## config.mk

```make
export PLATFORM = sky130hd
export DESIGN_NAME = pipe_hazard_ctrl
export DESIGN_NICKNAME = d
export VERILOG_FILES = /design/src/rtl/pipe_hazard_ctrl.sv
export SDC_FILE = /design/constraint.sdc
export NUM_CORES = 1
export LEC_CHECK = 0
export ABC_AREA = 1
export BUFFER_PORTS_ARGS = -buffer_cell sky130_fd_sc_hd__buf_4
export CAP_MARGIN = 20
export CORE_AREA = 2 2 65 67
export DETAILED_ROUTE_END_ITERATION = 7
export DIE_AREA = 0 0 67 69
export PLACE_DENSITY = 0.88
export SLEW_MARGIN = 20
export SYNTH_ARGS = -nofsm -noshare
export SYNTH_HDL_FRONTEND = slang
export SYNTH_SLANG_ARGS = --single-unit
```

## constraint.sdc

```tcl
create_clock -name clk -period 1.54 [get_ports clk]
set_input_delay 0.077 -clock clk [delete_from_list [all_inputs] [get_ports clk]]
set_output_delay 0.077 -clock clk [all_outputs]
set_load 0.01 [all_outputs]
```

## src/rtl/pipe_hazard_ctrl.sv

```systemverilog
// Hazard/control pipeline for a 5-stage MIPS core: carries ID control through ID/EX, EX/MEM, MEM/WB.
// Latency: stage registers advance every edge; hazard, PC-select and forwarding outputs are combinational.
// Backpressure: load-use / JR-register stalls hold PC and IF/ID and inject an ID/EX bubble; a taken branch flushes.
module pipe_hazard_ctrl #(
   parameter int REG_W   = 5,
   parameter int ALUOP_W = 4
) (
   input  logic                 clk,
   input  logic                 reset,
   input  logic [ALUOP_W+8:0]   ID_Ctrl,
   input  logic                 ID_JR,
   input  logic [REG_W-1:0]     ID_Rs,
   input  logic [REG_W-1:0]     ID_Rt,
   input  logic [REG_W-1:0]     ID_Dst,
   input  logic                 EX_Zero,
   output logic                 PCWrite,
   output logic                 IFID_Write,
   output logic                 IFID_Flush,
   output logic [1:0]           PCSrc,
   output logic                 EX_ALUSrc,
   output logic [ALUOP_W-1:0]   EX_ALUOp,
   output logic                 MEM_MemRead,
   output logic                 MEM_MemWrite,
   output logic                 WB_MemtoReg,
   output logic                 WB_RegWrite,
   output logic [REG_W-1:0]     WB_Dst,
   output logic [1:0]           ForwardA,
   output logic [1:0]           ForwardB
);

   // Control word bit positions, ALUOp occupies the low ALUOP_W bits.
   localparam int CTRL_W   = ALUOP_W + 9;
   localparam int JUMP_B   = ALUOP_W + 8;
   localparam int REGDST_B = ALUOP_W + 7;
   localparam int ALUSRC_B = ALUOP_W + 6;
   localparam int MEM2R_B  = ALUOP_W + 5;
   localparam int REGWR_B  = ALUOP_W + 4;
   localparam int MEMRD_B  = ALUOP_W + 3;
   localparam int MEMWR_B  = ALUOP_W + 2;
   localparam int BNE_B    = ALUOP_W + 1;
   localparam int BEQ_B    = ALUOP_W;

   localparam logic [1:0] PC_SEQ = 2'b00;
   localparam logic [1:0] PC_BR  = 2'b01;
   localparam logic [1:0] PC_J   = 2'b10;
   localparam logic [1:0] PC_JR  = 2'b11;

   localparam logic [1:0] FWD_RF  = 2'b00;
   localparam logic [1:0] FWD_MEM = 2'b10;
   localparam logic [1:0] FWD_WB  = 2'b01;

   // ID/EX stage
   logic [CTRL_W-1:0] ex_ctrl_q, ex_ctrl_d;
   logic [REG_W-1:0]  ex_rs_q, ex_rs_d;
   logic [REG_W-1:0]  ex_rt_q, ex_rt_d;
   logic [REG_W-1:0]  ex_dst_q, ex_dst_d;
   // EX/MEM stage
   logic              mem_regwrite_q, mem_regwrite_d;
   logic              mem_memread_q, mem_memread_d;
   logic              mem_memwrite_q, mem_memwrite_d;
   logic              mem_memtoreg_q, mem_memtoreg_d;
   logic [REG_W-1:0]  mem_dst_q, mem_dst_d;
   // MEM/WB stage
   logic              wb_regwrite_q, wb_regwrite_d;
   logic              wb_memtoreg_q, wb_memtoreg_d;
   logic [REG_W-1:0]  wb_dst_q, wb_dst_d;

   logic br_taken;
   logic load_use;
   logic jr_wait;

   // Jump and RegDst are resolved in ID (PC select / ID_Dst); EX only carries them along.
   logic unused_ex_ctrl;
   assign unused_ex_ctrl = ex_ctrl_q[JUMP_B] ^ ex_ctrl_q[REGDST_B];

   // Hazard detection, priority resolution and ID/EX next value (bubble or ID word).
   always_comb begin
      br_taken = (ex_ctrl_q[BEQ_B] & EX_Zero) | (ex_ctrl_q[BNE_B] & ~EX_Zero);
      load_use = ex_ctrl_q[MEMRD_B] && (ex_dst_q != '0) &&
                 ((ex_dst_q == ID_Rs) || (ex_dst_q == ID_Rt));
      jr_wait  = ID_JR && (ID_Rs != '0) &&
                 ((ex_ctrl_q[REGWR_B] && (ex_dst_q == ID_Rs)) ||
                  (mem_regwrite_q && (mem_dst_q == ID_Rs)));

      PCWrite    = 1'b1;
      IFID_Write = 1'b1;
      IFID_Flush = 1'b0;
      PCSrc      = PC_SEQ;
      ex_ctrl_d  = ID_Ctrl;
      ex_rs_d    = ID_Rs;
      ex_rt_d    = ID_Rt;
      ex_dst_d   = ID_Dst;

      if (br_taken) begin
         // The branch resolves in EX: the ID instruction is wrong-path, so any stall or jump is moot.
         PCSrc      = PC_BR;
         IFID_Flush = 1'b1;
         ex_ctrl_d  = '0;
         ex_rs_d    = '0;
         ex_rt_d    = '0;
         ex_dst_d   = '0;
      end else if (load_use || jr_wait) begin
         PCWrite    = 1'b0;
         IFID_Write = 1'b0;
         ex_ctrl_d  = '0;
         ex_rs_d    = '0;
         ex_rt_d    = '0;
         ex_dst_d   = '0;
      end else if (ID_JR) begin
         PCSrc      = PC_JR;
         IFID_Flush = 1'b1;
      end else if (ID_Ctrl[JUMP_B]) begin
         // JAL keeps RegWrite so the link register still gets written.
         PCSrc      = PC_J;
         IFID_Flush = 1'b1;
      end
   end

   // EX/MEM and MEM/WB simply follow the stage ahead of them every cycle.
   always_comb begin
      mem_regwrite_d = ex_ctrl_q[REGWR_B];
      mem_memread_d  = ex_ctrl_q[MEMRD_B];
      mem_memwrite_d = ex_ctrl_q[MEMWR_B];
      mem_memtoreg_d = ex_ctrl_q[MEM2R_B];
      mem_dst_d      = ex_dst_q;
      wb_regwrite_d  = mem_regwrite_q;
      wb_memtoreg_d  = mem_memtoreg_q;
      wb_dst_d       = mem_dst_q;
   end

   // Stage registers, all cleared by reset.
   always_ff @(posedge clk or negedge reset) begin
      if (!reset) begin
         ex_ctrl_q      <= '0;
         ex_rs_q        <= '0;
         ex_rt_q        <= '0;
         ex_dst_q       <= '0;
         mem_regwrite_q <= 1'b0;
         mem_memread_q  <= 1'b0;
         mem_memwrite_q <= 1'b0;
         mem_memtoreg_q <= 1'b0;
         mem_dst_q      <= '0;
         wb_regwrite_q  <= 1'b0;
         wb_memtoreg_q  <= 1'b0;
         wb_dst_q       <= '0;
      end else begin
         ex_ctrl_q      <= ex_ctrl_d;
         ex_rs_q        <= ex_rs_d;
         ex_rt_q        <= ex_rt_d;
         ex_dst_q       <= ex_dst_d;
         mem_regwrite_q <= mem_regwrite_d;
         mem_memread_q  <= mem_memread_d;
         mem_memwrite_q <= mem_memwrite_d;
         mem_memtoreg_q <= mem_memtoreg_d;
         mem_dst_q      <= mem_dst_d;
         wb_regwrite_q  <= wb_regwrite_d;
         wb_memtoreg_q  <= wb_memtoreg_d;
         wb_dst_q       <= wb_dst_d;
      end
   end

   // Operand forwarding: the younger EX/MEM result wins over MEM/WB; $0 is never forwarded.
   always_comb begin
      ForwardA = FWD_RF;
      if (mem_regwrite_q && (mem_dst_q != '0) && (mem_dst_q == ex_rs_q)) begin
         ForwardA = FWD_MEM;
      end else if (wb_regwrite_q && (wb_dst_q != '0) && (wb_dst_q == ex_rs_q)) begin
         ForwardA = FWD_WB;
      end

      ForwardB = FWD_RF;
      if (mem_regwrite_q && (mem_dst_q != '0) && (mem_dst_q == ex_rt_q)) begin
         ForwardB = FWD_MEM;
      end else if (wb_regwrite_q && (wb_dst_q != '0) && (wb_dst_q == ex_rt_q)) begin
         ForwardB = FWD_WB;
      end
   end

   assign EX_ALUSrc    = ex_ctrl_q[ALUSRC_B];
   assign EX_ALUOp     = ex_ctrl_q[ALUOP_W-1:0];
   assign MEM_MemRead  = mem_memread_q;
   assign MEM_MemWrite = mem_memwrite_q;
   assign WB_MemtoReg  = wb_memtoreg_q;
   assign WB_RegWrite  = wb_regwrite_q;
   assign WB_Dst       = wb_dst_q;

endmodule

```

---- Word-level counts from Yosys, hierarchy flattened ----
Cells that the tools add are included.
storage, ports and cells
  bits in registers ....................... 42
  bits of input ports ..................... 32
  output and inout bits ................... 23
  logic and storage cells ................. 64
operators by class
  equal/unequal tests ..................... 7
  multiplexer cells ....................... 22
  bitwise gates (word level) .............. 4
  reduce and logical (&&, ||, !) cells .... 19
operators by type and width
  operator             count
  5-bit equality test  7
  5-bit two-way mux    6
  11-bit two-way mux   2
  5-bit nonzero test   4
  1-bit logical AND    12
  2-bit two-way mux    6
  1-bit two-way mux    8
  1-bit logical OR     3
  1-bit AND            2
  1-bit inverter       1
  1-bit OR             1

---- Logic depth before layout (Yosys ltp) ----
Gate-level depths: netlist of the first run.
  depth in word-level cells ............... 7
  gate-level depth with buffers ........... 11
  depth with buffers taken out ............ 9

---- Least setup slack after synthesis of the first run ----
No wires, ideal clock.
  path kind ............................... register -> output
  from .................................... reg ex_dst_q[3]
  to ...................................... out PCWrite
  data arrival time ....................... 1.373 ns
  data required time ...................... 1.463 ns
  slack ................................... 0.090 ns
  stages on the path, launching flop included .. 12
  path through ............................ dfrtp_1 -> inv_1 -> nand2_1 -> nand2_1 -> nor2_1 -> nand3_1 -> nand2_1 -> nand2_2 -> nand2_4 -> buf_6 -> nand2_1 -> buf_4
between the ends
  cells in the longest elaborated chain, start to end .. 7
  elaborated cells on any way between the ends .. 12
  those cells by class .................... eq/ne: 2; mux: 2; reduce/logical: 8
RTL lines
  what                               line    text
  from (decl)                        56      logic [REG_W-1:0] ex_dst_q, ex_dst_d;
  from (signal assigned)             150     ex_dst_q <= ex_dst_d;
  5-bit equality test                80, 82
  1-bit logical AND                  82      ((ex_ctrl_q[REGWR_B] && (ex_dst_q == ID_Rs)) ||
  1-bit logical OR                   82
  1-bit logical AND                  81      jr_wait = ID_JR && (ID_Rs != '0) &&
  1-bit logical OR *                 102     end else if (load_use || jr_wait) begin
  1-bit two-way mux * (2 in series)  n/a
  to (decl)                          16      output logic PCWrite,
Mark *: on every way between the ends. The rest lies on a longest branch, timed or not.

---- Final worst setup path of the first run ----
  from .................................... reg mem_dst_q[3]
  to ...................................... out PCSrc[1]
between the ends
  cells in the longest elaborated chain, start to end .. 7
RTL lines
  what                    line  text
  from (decl)             62    logic [REG_W-1:0] mem_dst_q, mem_dst_d;
  from (signal assigned)  155   mem_dst_q <= mem_dst_d;
  5-bit equality test     83    (mem_regwrite_q && (mem_dst_q == ID_Rs)));
  1-bit logical AND       83
  1-bit logical OR        82
  1-bit logical AND       81
  1-bit logical OR        102
  2-bit two-way mux       102
  2-bit two-way mux       94    if (br_taken) begin
  to (decl)               19    output logic [1:0] PCSrc,
No other way between the ends.

==> summary.md, run 1 <==
| Metric | Value |
|---|---|
| Status | `finished, violations left` |
| Failing checks | `setup timing` |
| Flops & latches, synth | `42` |
| CP Cell Sequence | `inv_2 -> nand2_1 -> o21ai_1 -> nor2_1 -> nand3_1 -> nand2_1 -> nand2_2 -> nand3_2 -> nor2_1 -> buf_4` |
| Share of cells above drive strength 1 | `40.1%` |
| Hold slack | `~12 ps` |
| Hold WC Path Type | `in2reg` |
| Number of synthesized flops with an enable pin | `0` |
| Critical Path RT | `approximately 1500 ps` |
| Post-Synth Adder-Cell Area | `0%` |
| Final Hold Vio Count | `0` |
| Diode count | `0` |
| Asr flop ratio synth | `100%` |
| Largest family of logic cells by synthesized area | `simple AND/OR/NAND/NOR gates` |
| Synth area leaders | `dfrtp_1, nand2_1, nor2_1, xor2_1, xnor2_1` |
| Min Tclk post-route | `1720 ps` |
| Critical path's largest stage delay | `about 460 ps` |
| F_max | `580 MHz` |
| Iter 0 DRT Violations | `roughly 60` |
| Synth cell types | `19` |
| TritonCTS clock tree | `yes` |
| Num CTS Buffers | `5` |
| Vias | `around 1600` |
| Place WS | `roughly 24 ps` |
| Leak | `1.39 nW` |
| Fin Setup TNS | `-1350 ps` |
| Initial Utilization | `49.1%` |
| RSZ-0062 raised after global routing | `true` |
| Crit Path Category | `reg2out` |
| Die ar. | `between 4000 and 5000 um^2` |
| Pre-Repair DR Iteration Count | `5` |
| Syn_nets | `247` |
| Post-synth top area share | `between 50% and 60%` |
| Worst Setup Start Kind | `flip-flop` |
| Global-route wire length before repair | `roughly 6.7 mm` |
| Mapped Area | `around 1900 um^2` |
| Yosys top cell by area | `dfrtp_1` |
| H-tree depth | `2` |
| GR Overflow Total | `0` |
| Largest net degree at the start of global routing | `between 40 and 50` |
| Slew headroom | `between 60% and 70%` |
| Max clock buf depth | `2` |
| Setup violations, final | `17` |
| Simple-gate share of the synthesized area | `~24%` |
| Multi-input gate area | `about 860 um^2` |
| Hold Crit Start | `ID_Ctrl[10]` |
| Wirelength per Cell | `~13 um` |
| Main synth FF type | `dfrtp_1` |
| Total Power | `between 0.002 and 0.003 W` |
| Critical path origin | `mem_dst_q[3]` |
| Final layout net count | `slightly above 300` |
| Die span in y | `~69 um` |
| GP Congestion | `approximately 0.83` |
| Initial antenna violation count | `0` |
| Crit share post-route | `112%` |
| Pwr dens | `around 1000 nW/um^2` |
| Register area | `between 1000 and 1500 um^2` |
| Die Wd | `about 67 um` |
| VDD IR max | `0.000687 V` |
| Vias per std cell | `roughly 4.9` |
| Worst r2r src | `mem_dst_q[3]` |
| Clk_lat worst skew | `slightly below 300 ps` |
| Routed Antenna Nets | `0` |
| IO buf count | `between 50 and 60` |
| HPWL after DPL | `approximately 3.0 mm` |
| CP max FO | `4` |
| Avg Inst Size Synth | `about 8.9 um^2` |
| Setup Skew | `3.95 ps` |
| Leading cell types by count after synthesis | `nand2_1, dfrtp_1, nor2_1` |
| Synth Area in Compound Gates | `about 2.5%` |
| Root Buffer | `clkbuf_8` |
| GR Util All Layers | `19.1%` |
| CP max stage cell | `dfrtp_2` |
| Post-synthesis mux area share | `0%` |
| # fillers | `between 200 and 300` |
| CTS Sinks | `42` |
| Worst setup EP type | `output pin` |
| Synth Warn # | `0` |
| XOR/XNOR Fraction of Synth Area | `11.8%` |
| Core outline area | `3910 um^2` |
| Vias in the first global route | `1534` |
| DR DRC count | `0` |
| Slew Limit Fails | `0` |
| Ports | `55` |
| Clk slew on worst S/H paths | `roughly 70 ps` |
| Final worst slack | `-184 ps` |
| Row count | `23` |
| Area growth from synthesis to layout | `39.9%` |
| Measured slew at the worst slew-check pin | `a little over 500 ps` |
| Post-Synthesis Cells | `between 200 and 250` |
| Crit path DAT | `1650 ps` |
| Post-Route WL | `around 4.3 mm` |
| Register area share after synthesis | `54.7%` |
| Max Cap Violations | `0` |
| Most frequent cell after synthesis | `nand2_1` |
state kept, by name, summed over array words and instances, names as in the netlist, 5 cells and up:
name       cells
ex_ctrl_q     11
ex_rs_q        5
WB_Dst         5
mem_dst_q      5
ex_rt_q        5
ex_dst_q       5
layout make-up:
type	count	area share, %
clock buffers	6	3.07
inverters	16	2.23
multi-input cells	147	31.9
flip-flops and latches	42	39.3
well taps	50	2.32
repair buffers	66	21.1
cells in the final DEF (no fill, tap or decap):
cell type,n
nor4_2,1
o21ai_2,1
o31ai_2,1
nor3_1,2
o21ai_1,4
nand2_2,5
nand3_2,3
clkbuf_8,6
nor4_4,1
inv_1,12
o21ai_0,3
dfrtp_2,6
nand3_1,6
xor2_1,14
nand2_4,2
buf_12,3
nor2_2,12
or2_2,1
buf_8,1
buf_6,6
xnor2_2,4
nor2_1,30
inv_2,4
dlygate4sd3_1,2
buf_4,54
nand2_1,45
xnor2_1,8
dfrtp_1,36
nand4_1,4
timing repair:
action                                 4_1_cts  5_1_grt
endpoints found under the hold margin       42        1
hold buffers                                 1        1
resized for setup                           21       31
setup endpoints to repair                    9       35
setup buffers                                3        4
pin swaps                                   16       12
layer usage:
metal	share of wire [%]	vias up	track usage [%]
li1	-	785	-
met1	35	756	22.5
met2	56	58	31.9
met3	6.7	9	6.36
met4	2.1	0	6.58
met5	0	-	0
worst max-delay path, delay by kind of cell (launching register included):
family / cells / cell delay (ps)
compound gates: 1 / 80
buf+inv: 2 / 220
flops: 1 / 460
simple gates: 7 / 620
power breakdown:
part / switching [W] / internal (W)
clock network: 0.000329 / 0.000345
logic: 0.000344 / 0.000365
registers: 0.000129 / 0.00123
total: 0.000802 / 0.00194
path summary, 6_finish.rpt:
check / endpoint / cells after the start / slack, ps
setup / recovery: PCSrc[1] / 10 / -180
hold / removal: ex_ctrl_q[10] / 3 / 10
setup reg to reg: ex_rt_q[4] / 11 / -50
hold reg to reg: mem_memtoreg_q / 0 / 350
max in group asynchronous: ex_dst_q[0] / 2 / 860
min in group asynchronous: WB_MemtoReg / 2 / 290
cell families after synthesis:
logic type | count (synthesis)
XOR/XNOR | 26
flip-flops | 42
buffers and inverters | 26
AO/OA/AOI/OAI | 9
AND/OR/NAND/NOR | 112
through the flow:
step	cell area [um^2]	cells	utilization (%)
after floorplan	1920	215	-
after detailed placement	2370	312	60.5
after global placement	2370	312	60.5
final	2690	327	68.8
after CTS	2540	322	64.8
after global routing	2690	327	68.8
Note: power is estimated with default switching activity, not from simulation.
==> run 2, diff against run 1 <==
==> constraint.sdc (replaced) <==
create_clock -name clk -period 1.7 [get_ports clk]
set_input_delay 0.085 -clock clk [delete_from_list [all_inputs] [get_ports clk]]
set_output_delay 0.085 -clock clk [all_outputs]
set_load 0.01 [all_outputs]
==> run 2 against run 1 <==
Against the previous run: the flow still finishes with violations (setup timing); largest power group unchanged; cell area fell by 4.0%; largest cell class unchanged; critical path type unchanged; critical endpoint is now IFID_Flush; clock-buffer cell count rose by 1; global-route usage rose by 0.17 points.
==> summary.md, run 2 (synthesized netlist as in run 1, its figures left out) <==
| Metric | Value |
|---|---|
| Status | `finished, violations left (unchanged)` |
| Failing checks | `setup timing (unchanged)` |
| Max Cap Violations | `0 (unchanged)` |
| Critical path buffers and inverters | `2 (unchanged)` |
| Ports | `55 (unchanged)` |
| Slew Limit Fails | `0 (unchanged)` |
| IO buf count | `53 (unchanged)` |
| Setup violations, final | `5 (was 17)` |
| Final Hold Vio Count | `0 (unchanged)` |
| Post-layout util | `66.0% (was 68.8%)` |
| CP max stage cell | `dfrtp_1 (was dfrtp_2)` |
| Max clock buf depth | `2 (unchanged)` |
| Wirelength per Cell | `12.7 um (was 13.2 um)` |
| Largest net degree at the start of global routing | `43 (unchanged)` |
| Vias in the first global route | `1487 (was 1534)` |
| Max reg flops | `11 (unchanged)` |
| Setup Skew | `4.99 ps (was 3.95 ps)` |
| Place WS | `148 ps (was 23.8 ps)` |
| GR Overflow Total | `0 (unchanged)` |
| Vias | `1560 (was 1608)` |
| Measured slew at the worst slew-check pin | `519 ps (was 507 ps)` |
| HPWL after DPL | `2.98 mm (was 3.02 mm)` |
| Routed Antenna Nets | `0 (unchanged)` |
| Clk_lat worst skew | `290 ps (about the same)` |
| Worst setup EP type | `output pin (unchanged)` |
| Num CTS Buffers | `5 (unchanged)` |
| Iter 0 DRT Violations | `75 (was 61)` |
| Crit path max-delay family | `simple AND/OR/NAND/NOR gates (unchanged)` |
| Row count | `23 (unchanged)` |
| GP Congestion | `0.835 (was 0.831)` |
| Commonest non-fill, non-tap cells in the layout | `buf_4, nand2_1, nor2_1, dfrtp_1, xor2_1 (was buf_4, nand2_1, dfrtp_1, nor2_1, xor2_1)` |
| Final worst slack | `-25.8 ps (was -184 ps)` |
| Design Area, Final | `2580 um^2 (was 2690 um^2)` |
| VDD IR max | `0.000746 V (was 0.000687 V)` |
| Hold slack | `23.3 ps (was 12.4 ps)` |
| Critical Path RT | `1620 ps (was 1460 ps)` |
| Commonest non-fill, non-tap cell in the layout | `buf_4 (unchanged)` |
| CP dominant cell by count | `nand2_1` |
| TritonCTS clock tree | `yes (unchanged)` |
| Hold WC Path Type | `in2reg (unchanged)` |
| GR Util All Layers | `19.2% (was 19.1%)` |
| Pre-Repair DR Iteration Count | `4 (was 5)` |
| CP max FO | `4 (unchanged)` |
| Clk slew on worst S/H paths | `70 ps (about the same)` |
| Worst Setup Start Kind | `flip-flop (unchanged)` |
| Die Wd | `67 um (unchanged)` |
| Crit path DAT | `1640 ps (was 1650 ps)` |
| Most flops, register | `ex_ctrl_q (unchanged)` |
| F_max | `579 MHz` |
| Slew headroom | `65.4% (was 66.2%)` |
| Final layout net count | `307 (was 310)` |
| H-tree depth | `2 (unchanged)` |
| Area growth from synthesis to layout | `34.4% (was 39.9%)` |
| Crit Path Category | `reg2out (unchanged)` |
| Fin Setup TNS | `-118 ps (was -1350 ps)` |
| Die ar. | `4620 um^2 (unchanged)` |
| Crit share post-route | `102%` |
| Initial antenna violation count | `0 (unchanged)` |
| CP Cell Sequence | `inv_2 -> nand2_1 -> o21ai_1 -> nor2_1 -> nand4_1 -> nand2_2 -> nand2_4 -> nand3_2 -> nand2_1 -> buf_6 (was inv_2 -> nand2_1 -> o21ai_1 -> nor2_1 -> nand3_1 -> nand2_1 -> nand2_2 -> nand3_2 -> nor2_1 -> buf_4)` |
| # fillers | `323 (was 288)` |
| Leak | `1.37 nW (was 1.39 nW)` |
| Pwr dens | `947 nW/um^2 (was 1020 nW/um^2)` |
| Post-Route WL | `4.13 mm (was 4.30 mm)` |
| Diode count | `0 (unchanged)` |
| RSZ-0062 raised after global routing | `true (unchanged)` |
| Root Buffer | `clkbuf_8 (unchanged)` |
| Min Tclk post-route | `1730 ps` |
| CTS Sinks | `42 (unchanged)` |
| Die span in y | `69 um (unchanged)` |
| Initial Utilization | `49.1% (unchanged)` |
| Global-route wire length before repair | `6.79 mm (was 6.67 mm)` |
| Placed Area | `2340 um^2 (was 2370 um^2)` |
| Core outline area | `3910 um^2 (unchanged)` |
| Share of cells above drive strength 1 | `33.0% (was 40.1%)` |
| DR DRC count | `0 (unchanged)` |
| Critical path's largest stage delay | `430 ps (was 460 ps)` |
| Vias per std cell | `4.79 (was 4.92)` |
-- run 2: cell types whose count changed in the layout (fill, tap and decap cells not counted), sizes merged --
| cell | before | now |
|---|---|---|
| buf | 64 | 62 |
| clkbuf | 6 | 7 |
| dlygate4sd3 | 2 | 1 |
| clkinv | 0 | 1 |
-- run 2: worst paths after layout --
kind | slack [ps] | cells past startpoint | startpoint | to
max | -30 | 10 | ex_dst_q[1] | IFID_Flush
min | 20 | 3 | ID_Ctrl[4] | ex_ctrl_q[4]
max reg2reg | 80 | 11 | ex_dst_q[1] | ex_rt_q[3]
min reg2reg | 350 | 0 | ex_ctrl_q[6] | MEM_MemWrite
max in group asynchronous | 1000 | 2 | reset | mem_dst_q[4]
min in group asynchronous | 300 | 2 | reset | WB_MemtoReg
-- run 2: layer usage --
layer | up-vias | global-route usage, % | routed length, um
met3 | 6 | 5.38 | 249
met2 | 56 | 34.0 | 2320
met1 | 722 | 22.8 | 1540
met4 | 0 | 4.08 | 31
met5 | - | 0 | 0
li1 | 776 | - | -
-- run 2: what timing repair did --
item / in CTS / in global routing
setup buffers: 3 / 2
endpoints found under the setup margin: 6 / 20
pin swaps: 5 / 7
hold buffers: 1 / 0
resized for setup: 14 / 17
endpoints found under the hold margin: 42 / 0
-- run 2: worst min-delay path, cell delays in order --
cell     delay, ps
buf_4          110
nand2_1         50
nor2_1          40
-- run 2: power breakdown --
part           switching [W]  internal, W
combinational       0.000296     0.000294
clock               0.000310     0.000327
sequential          0.000105      0.00112
total               0.000711      0.00174
-- run 2: metrics by stage --
stage	cells	power [W]
CTS	324	0.00243
global placement	312	0.00173
detailed placement	312	0.00176
floorplan	215	0.00153
global route	326	0.00259
finish	326	0.00245
-- run 2: final cells by class --
class	count	area [um^2]	area share [%]
flip-flops and latches	42	1060	40.9
clock buffers	7	86.3	3.34
inverters	16	60.1	2.32
repair buffers	63	503	19.5
well taps	50	62.6	2.42
clock inverters	1	5.00	0.194
multi-input cells	147	811	31.4
